$ cat src/rtl/fir_stim_pkg.sv
// Shared definitions for the FIR stimulus generator: sequencer states, mode
// encodings and the fixed 4-entry waveform table.
package fir_stim_pkg;

  typedef enum logic [2:0] {
    ST_IDLE,
    ST_STEP_HI,
    ST_STEP_LO,
    ST_IMP,
    ST_IMP_LO,
    ST_WAVE,
    ST_WAVE_LO,
    ST_DONE
  } state_e;

  localparam logic [1:0] MODE_STEP = 2'd0;
  localparam logic [1:0] MODE_IMP  = 2'd1;
  localparam logic [1:0] MODE_WAVE = 2'd2;
  localparam logic [1:0] MODE_ALL  = 2'd3;

  localparam int WAVE_LEN = 4;
  // Entry 0 sits in the low byte: 50, 100, 50, 0.
  localparam logic [3:0][7:0] WAVE_TABLE = {8'd0, 8'd50, 8'd100, 8'd50};

  function automatic int max_int(input int a, input int b);
    return (a > b) ? a : b;
  endfunction

endpackage

$ cat src/rtl/fir_wave_rom.sv
// Combinational lookup of the fixed waveform table; kept separate so that
// checkers can reuse the same sample values.
module fir_wave_rom
  import fir_stim_pkg::*;
(
  input  logic [1:0] idx_i,
  output logic [7:0] sample_o
);

  assign sample_o = WAVE_TABLE[idx_i];

endmodule

$ cat src/rtl/fir_stimulus_gen.sv
// Canned sample source for the FIR filter input: step, impulse, periodic
// waveform or all three back-to-back, with pause and start/done handshake.
module fir_stimulus_gen
  import fir_stim_pkg::*;
#(
  parameter int DATA_W       = 8,
  parameter int STEP_AMP     = 100,
  parameter int STEP_LEN     = 4,
  parameter int GAP_LEN      = 4,
  parameter int IMP_AMP      = 255,
  parameter int IMP_GAP      = 5,
  parameter int WAVE_PERIODS = 1
) (
  input  logic              clk,
  input  logic              rst,
  input  logic              start,
  input  logic [1:0]        mode,
  input  logic              hold,
  output logic [DATA_W-1:0] x_out,
  output logic              x_valid,
  output logic              busy,
  output logic              done
);

  localparam int MAX_LEN = max_int(max_int(STEP_LEN, GAP_LEN),
                                   max_int(IMP_GAP, WAVE_LEN * WAVE_PERIODS));
  localparam int CNT_W = $clog2(MAX_LEN) + 1;

  localparam logic [CNT_W-1:0] STEP_LAST = CNT_W'(STEP_LEN - 1);
  localparam logic [CNT_W-1:0] GAP_LAST  = CNT_W'(GAP_LEN - 1);
  localparam logic [CNT_W-1:0] IGAP_LAST = CNT_W'(IMP_GAP - 1);
  localparam logic [CNT_W-1:0] WAVE_LAST = CNT_W'(WAVE_LEN * WAVE_PERIODS - 1);

  localparam logic [DATA_W-1:0] STEP_VAL = DATA_W'(STEP_AMP);
  localparam logic [DATA_W-1:0] IMP_VAL  = DATA_W'(IMP_AMP);

  state_e             state_q, state_d;
  logic [1:0]         mode_q, mode_d;
  logic [CNT_W-1:0]   cnt_q, cnt_d;
  logic [DATA_W-1:0]  x_out_q, x_out_d;
  logic               x_valid_q, x_valid_d;
  logic               busy_q, busy_d;
  logic               done_q, done_d;

  logic [CNT_W-1:0]   seg_last;
  state_e             seg_next;
  logic               emit;
  logic [7:0]         rom_sample;
  logic [DATA_W-1:0]  seg_sample;

  // Table index follows the counter, so repeated periods wrap 3 -> 0 for free.
  fir_wave_rom u_wave_rom (
    .idx_i    (cnt_d[1:0]),
    .sample_o (rom_sample)
  );

  always_ff @(posedge clk or negedge rst) begin
    if (!rst) begin
      state_q   <= ST_IDLE;
      mode_q    <= MODE_STEP;
      cnt_q     <= '0;
      x_out_q   <= '0;
      x_valid_q <= 1'b0;
      busy_q    <= 1'b0;
      done_q    <= 1'b0;
    end else begin
      state_q   <= state_d;
      mode_q    <= mode_d;
      cnt_q     <= cnt_d;
      x_out_q   <= x_out_d;
      x_valid_q <= x_valid_d;
      busy_q    <= busy_d;
      done_q    <= done_d;
    end
  end

  always_comb begin
    seg_last = '0;
    seg_next = ST_DONE;
    case (state_q)
      ST_STEP_HI: begin
        seg_last = STEP_LAST;
        seg_next = ST_STEP_LO;
      end
      ST_STEP_LO: begin
        seg_last = GAP_LAST;
        if (mode_q == MODE_ALL) seg_next = ST_IMP;
      end
      ST_IMP: begin
        seg_last = '0;
        seg_next = ST_IMP_LO;
      end
      ST_IMP_LO: begin
        seg_last = IGAP_LAST;
        if (mode_q == MODE_ALL) seg_next = ST_WAVE;
      end
      ST_WAVE: begin
        seg_last = WAVE_LAST;
        seg_next = ST_WAVE_LO;
      end
      ST_WAVE_LO: seg_last = GAP_LAST;
      default: ;
    endcase
  end

  // The registered state always names the sample currently on x_out; each
  // non-held edge moves to the next position and registers its value.
  always_comb begin
    state_d   = state_q;
    mode_d    = mode_q;
    cnt_d     = cnt_q;
    emit      = 1'b0;
    x_out_d   = x_out_q;
    x_valid_d = 1'b0;
    busy_d    = busy_q;
    done_d    = 1'b0;

    case (state_q)
      ST_IDLE: begin
        if (start) begin
          mode_d = mode;
          cnt_d  = '0;
          emit   = 1'b1;
          case (mode)
            MODE_IMP:  state_d = ST_IMP;
            MODE_WAVE: state_d = ST_WAVE;
            MODE_STEP, MODE_ALL: state_d = ST_STEP_HI;
            default:   state_d = ST_STEP_HI;
          endcase
        end
      end
      ST_DONE: state_d = ST_IDLE;
      default: begin
        if (!hold) begin
          emit = 1'b1;
          if (cnt_q == seg_last) begin
            cnt_d   = '0;
            state_d = seg_next;
          end else begin
            cnt_d = cnt_q + CNT_W'(1);
          end
        end
      end
    endcase

    case (state_d)
      ST_STEP_HI: seg_sample = STEP_VAL;
      ST_IMP:     seg_sample = IMP_VAL;
      ST_WAVE:    seg_sample = DATA_W'(rom_sample);
      default:    seg_sample = '0;
    endcase

    if (state_d == ST_IDLE) begin
      x_out_d = '0;
      busy_d  = 1'b0;
    end else if (emit) begin
      busy_d = 1'b1;
      if (state_d == ST_DONE) begin
        done_d  = 1'b1;
        x_out_d = '0;
      end else begin
        x_valid_d = 1'b1;
        x_out_d   = seg_sample;
      end
    end
  end

  assign x_out   = x_out_q;
  assign x_valid = x_valid_q;
  assign busy    = busy_q;
  assign done    = done_q;

endmodule

$ cat config.mk
export PLATFORM = sky130hd
export DESIGN_NAME = fir_stimulus_gen
export DESIGN_NICKNAME = d
export VERILOG_FILES = /design/src/rtl/fir_stim_pkg.sv /design/src/rtl/fir_wave_rom.sv /design/src/rtl/fir_stimulus_gen.sv
export SDC_FILE = /design/constraint.sdc
export NUM_CORES = 1
export LEC_CHECK = 0
export CAP_MARGIN = 10
export CORE_MARGIN = 3
export CORE_UTILIZATION = 52
export CTS_CLUSTER_DIAMETER = 120
export DETAILED_ROUTE_END_ITERATION = 8
export PLACE_DENSITY = 0.78
export REMOVE_ABC_BUFFERS = 1
export SLEW_MARGIN = 20
export SYNTH_ARGS = -nofsm -noshare
export SYNTH_HDL_FRONTEND = slang
export SYNTH_SLANG_ARGS = --single-unit
$ cat constraint.sdc
create_clock -name clk -period 3.45 [get_ports clk]
set_clock_uncertainty 0.05 [all_clocks]
set_input_delay 0.8625 -clock clk [delete_from_list [all_inputs] [get_ports clk]]
set_output_delay 0.8625 -clock clk [all_outputs]
set_load 0.01 [all_outputs]
Word-level counts from Yosys, hierarchy flattened:

Cells that the tools add are included.

* bitwise operators: 1
* reduce and logical (&&, ||, !) cells: 8
* $lt $le $gt $ge: 1
* eq/ne operators: 18
* add/subtract/negate cells: 1
* multiplexer cells: 30

Operators with widths (count)
* $mux W8: 4
* $pmux W8 S3: 1
* $eq A3 B3 Y1 const B: 6
* $bmux W8 S2: 1
* $pmux W3 S5: 1
* $mux W3: 4
* $mux W4: 3
* $pmux W3 S2: 2
* $mux W1: 10
* $eq A3 B2 Y1 const B: 3
* $pmux W3 S3: 1
* $pmux W4 S2: 1
* $eq A2 B2 Y1 const B: 3
* $eq A3 B1 Y1 const B: 2
* $logic_not A3 Y1: 2
* $add A4 B1 Y4 const B: 1
* $eq A4 B4 Y1: 1
* $reduce_or A4 Y1: 1
* $lt A2 B3 Y1 const B: 1
* $reduce_and A3 Y1: 1
* $eq A2 B1 Y1 const B: 1
* $logic_not A2 Y1: 1
* $mux W2: 1
* $ne A2 B1 Y1 const B: 1
* other kinds (6): 6

* word-level logic and storage cells: 67
* flip-flop bits (word level): 20
* bits of input ports: 6

Longest topological paths before layout:

* word-level depth: 13
* depth in mapped cells: 10
* mapped depth without buffers: 9

Cells and area by module:

A second synthesis with hierarchy kept.

* cells, all modules: 142
* area total of the unflattened synthesis: 1285.0 µm²

By module, submodules not included
* fir_stimulus_gen: times used 1, area each 1227.4 µm², cells an instance 133
* fir_wave_rom: times used 1, area each 57.6 µm², cells an instance 9

Worst setup path after synthesis:

OpenSTA, ideal clock, no wires.

* path kind: register -> register
* from: register state_q[0]
* to: register x_out_q[6], in the netlist x_out[6]
* clock period less this slack: 2.383 ns
* library setup time: 0.094 ns
* required time: 3.306 ns
* setup slack: 1.067 ns
* path buffers: 0
* cell stages (with the launch flop): 10
* arrival: 2.239 ns
* cells stage by stage: dfrtp_1 inv_1 ha_1 nor3_2 o221a_2 o2bb2ai_1 nor2_4 inv_2 or4_1 a221oi_2

RTL lines
* from (decl): line fir_stimulus_gen.sv:37 `state_e state_q, state_d;`
* from (signal assigned): line fir_stimulus_gen.sv:67 `state_q <= state_d;`
* $eq A3 B2 Y1, or another cell as far along: line fir_stimulus_gen.sv:80 `case (state_q)`
* $reduce_or A4 Y1 (no source line)
* $pmux W3 S2: line fir_stimulus_gen.sv:80
* $eq A4 B4 Y1: line fir_stimulus_gen.sv:136 `if (cnt_q == seg_last) begin`
* $mux W3: line fir_stimulus_gen.sv:136
* $mux W3: line fir_stimulus_gen.sv:134 `if (!hold) begin`
* $pmux W3 S2 (*): line fir_stimulus_gen.sv:118 `case (state_q)`
* named net state_d[1]: line fir_stimulus_gen.sv:37
* $eq A3 B3 Y1, or another cell as far along: line fir_stimulus_gen.sv:146 `case (state_d)`
* $pmux W8 S3: line fir_stimulus_gen.sv:146
* $mux W8: line fir_stimulus_gen.sv:158 `if (state_d == ST_DONE) begin`
* $mux W8: line fir_stimulus_gen.sv:156 `end else if (emit) begin`
* $mux W8: line fir_stimulus_gen.sv:153 `if (state_d == ST_IDLE) begin`
* to (signal assigned): line fir_stimulus_gen.sv:70 `x_out_q <= x_out_d;`
* to (decl): line fir_stimulus_gen.sv:40 `logic [DATA_W-1:0] x_out_q, x_out_d;`

The timed path passes the listed nets; every way through them passes the cells marked *. The select of a mux whose other input is x is not followed.
A chain may end at the register's enable or synchronous reset.

Worst setup path after layout:

* from: register state_q[0]
* to: register x_out_q[5], in the netlist x_out[5]

The elaborated chain is that of the path after synthesis.

==> summary.md <==
| Metric | Value |
|---|---|
| Run status | complete, no violations |
| Ports | 17 |
| Final wirelength | roughly 2200 µm |
| Worst EP required | between 3000 and 4000 ps |
| Capturing point of the worst reg2reg path | x_out[5]$_DFFE_PN0P_ |
| Antenna violations before repair | 0 |
| Synth Area per Inst | 9.53 µm² |
| PortBufs | 16 |
| Top post-synthesis cells by count | dfrtp_1, inv_1, nand2_1, nor2_1, a21oi_1 |
| Max VDD drop | around 0.55 mV |
| DIE WIDTH | 50.9 µm |
| Setup tns final | 0 ps |
| Post-synth EDFFs | 0 |
| Vias in the first global route | 848 |
| Worst Hold End | busy$_DFFE_PN0P_ |
| Worst-Margin Slew | between 600 and 700 ps |
| Crit path launch type | flip-flop |
| ANT nets after route | 0 |
| Sequential fraction of the synthesis area | between 30% and 40% |
| Largest buffer count on any clock path | 2 |
| Depth of the worst register-to-register path | 8 |
| #FFs+latches synth | 16 |
| HPWL Detailed | about 1700 µm |
| Residual DRC | 0 |
| Clock latency on the worst-skew pair | roughly 290 ps |
| Area growth, synth to finish | 18.0% |
| Drt first pass iters | 4 |
| First-pass GRT wire length | 3710 µm |
| Critical path class | reg -> reg |
| Die area | 2590 µm² |
| Core ar. | between 1500 and 2000 µm² |
| Final nets | between 100 and 150 |
| Post-Syn Area | 1050 µm² |
| Highest Clock Rate | ~0.35 GHz |
| H-Tree Depth | 1 |
| Number of setup buffers added after CTS | 0 |
| Hold path start | busy$_DFFE_PN0P_ |
| Hold slack | 476 ps |
| Post-synth top flop | dfrtp_1 |
| Final Cycle Share | between 80% and 90% |
| Yosys warns | 0 |
| DR iter-0 viols | 33 |
| Minimum clock period after layout | roughly 2900 ps |
| Hold_buf cts | 0 |
| Max-Cap Viols | 0 |
| RSZ-0062 raised after global routing | no |
| Chip Height | ~50 µm |
| Async set-reset flop share out of synthesis | 100% |
| DR WL/cell | around 14 µm |
| Via count | 906 |
| # resized after CTS | 0 |
| Largest net degree at the start of global routing | 17 |
| Initial Utilization | between 50 and 60% |
| Finished Core Util | between 60% and 70% |
| Final setup fails | 0 |
| Hold/Removal Path Class | reg -> reg |
| Count of different cell masters after synthesis | between 40 and 50 |
| Share of layout cells above drive strength 1 | 12.9% |
| Static Leak | 0.551 nW |
| Clk root buf | clkbuf_4 |
| Dominant cells by area after synthesis | dfrtp_1, ha_1, buf_4 |
| Post-place instance area | around 1200 µm² |
| RR Startpoint | state_q[0]$_DFF_PN0_ |
| Number of hold violations in the final report | 0 |
| Hold depth | 2 |
| RePlAce Congestion | between 0.8 and 0.9 |
| Cells after Synth | between 100 and 150 |
| Gr ovfl total | 0 |
| Worst reg-to-reg setup slack | about 550 ps |
| CP arrival | 3000 ps |
| CTS sink cnt | 16 |
| CP endpoint kind | flip-flop |
| N_diodes | 0 |
| CTS tree | built |
| Top cell type's share of synthesized area | 38.2% |
| Num rows | 15 |
| Total power divided by cell area | 943 nW/µm² |
| Clk pin slew, worst setup/hold paths | ~90 ps |
| GRT Total Usage | a little under a fifth |
| Most common cell in the synthesized netlist | dfrtp_1 |
| Finished Cell Area | between 1000 and 1500 µm² |
| Pins over their slew limit | 0 |
| Cell taking the most area after synthesis | dfrtp_1 |
| Rel. slew slack | around 54% |
| CTS Buf Count | 3 |
| Worst-path maximum fanout | 11 |
| Vias per cell | roughly 6.1 |
-- worst max-delay path: stages (launching register included) --
cell,delay [ps]
dfrtp_1,450
inv_1,130
ha_1,380
nor2b_1,350
nor3b_2,140
a31oi_1,410
inv_1,220
nor3_1,500
a311oi_1,110
-- cells in the final DEF (no fill, tap or decap), types with 2 or more instances in the layout --
cell type	synthesis	routed
dfrtp_1	16	16
clkdlybuf4s50_1	0	16
inv_1	9	9
nand2_1	8	8
nor2_1	7	7
a21oi_1	6	6
ha_1	5	5
o22ai_1	4	4
and3_1	3	3
nor2b_1	3	3
a32o_1	3	3
clkbuf_4	0	3
nand4_1	2	2
nor3b_1	2	2
inv_2	2	2
o221ai_1	2	2
a311oi_1	2	2
a21boi_1	2	2
mux2_2	2	2
-- cell type report --
cell class,count,area (µm²)
Sequential cell,16,400
Clock buffer,4,36.3
Fill cell,147,583
Inverter,11,41.3
Timing Repair Buffer,17,168
Tap cell,25,31.3
Multi-Input combinational cell,76,561
-- sequential cells by signal (all words and copies together) (netlist names) --
register and count:
state_q 3, x_valid 1, cnt_q 4, busy 1
mode_q 2, done 1, x_out 4
-- metrics by stage --
step	worst slack, ps	cells	power (mW)
global placement	332	145	1.03
finish	552	149	1.17
CTS	604	149	1.17
global route	287	149	1.27
detailed placement	334	145	1.04
floorplan	498	103	0.811
-- how the worst max path moves through the flow --
stage	startpoint	to	slack, ps
3_3_place_gp	start	x_out[5]$_DFFE_PN0P_	330
2_1_floorplan	start	x_out[6]$_DFFE_PN0P_	500
4_1_cts	state_q[0]$_DFF_PN0_	x_out[5]$_DFFE_PN0P_	600
5_1_grt	state_q[0]$_DFF_PN0_	x_out[5]$_DFFE_PN0P_	290
3_5_place_dp	start	busy$_DFFE_PN0P_	330
6_report	state_q[0]$_DFF_PN0_	x_out[5]$_DFFE_PN0P_	550
-- routing by layer --
layer | vias up | wire [µm] | global-route usage [%]
met5 | - | 0 | 0
met4 | 0 | 36 | 5.38
met3 | 4 | 126 | 7.29
met2 | 28 | 1030 | 28.5
met1 | 439 | 963 | 25.9
li1 | 435 | - | -
-- where the power goes --
group / switching [mW] / total (mW) / leakage (nW) / internal (mW)
sequential: 0.0820 / 0.349 / 0.197 / 0.267
combinational: 0.372 / 0.695 / 0.333 / 0.323
clock: 0.0583 / 0.123 / 0.0210 / 0.0644
-- cell families (layout without fill, tap and decap cells) --
logic type                 after synthesis  count (layout)  share of synthesized area [%]
adders and majority gates                5               5                           5.97
muxes                                    3               3                           3.10
buffers and inverters                   18              32                           8.35
DFF                                     16              16                           38.2
AOI/OAI and AO/OA                       32              32                           24.1
and+or+nand+nor                         35              35                           19.5
xor gates and xnor gates                 1               1                          0.835
Note: power is estimated with default switching activity, not from simulation.
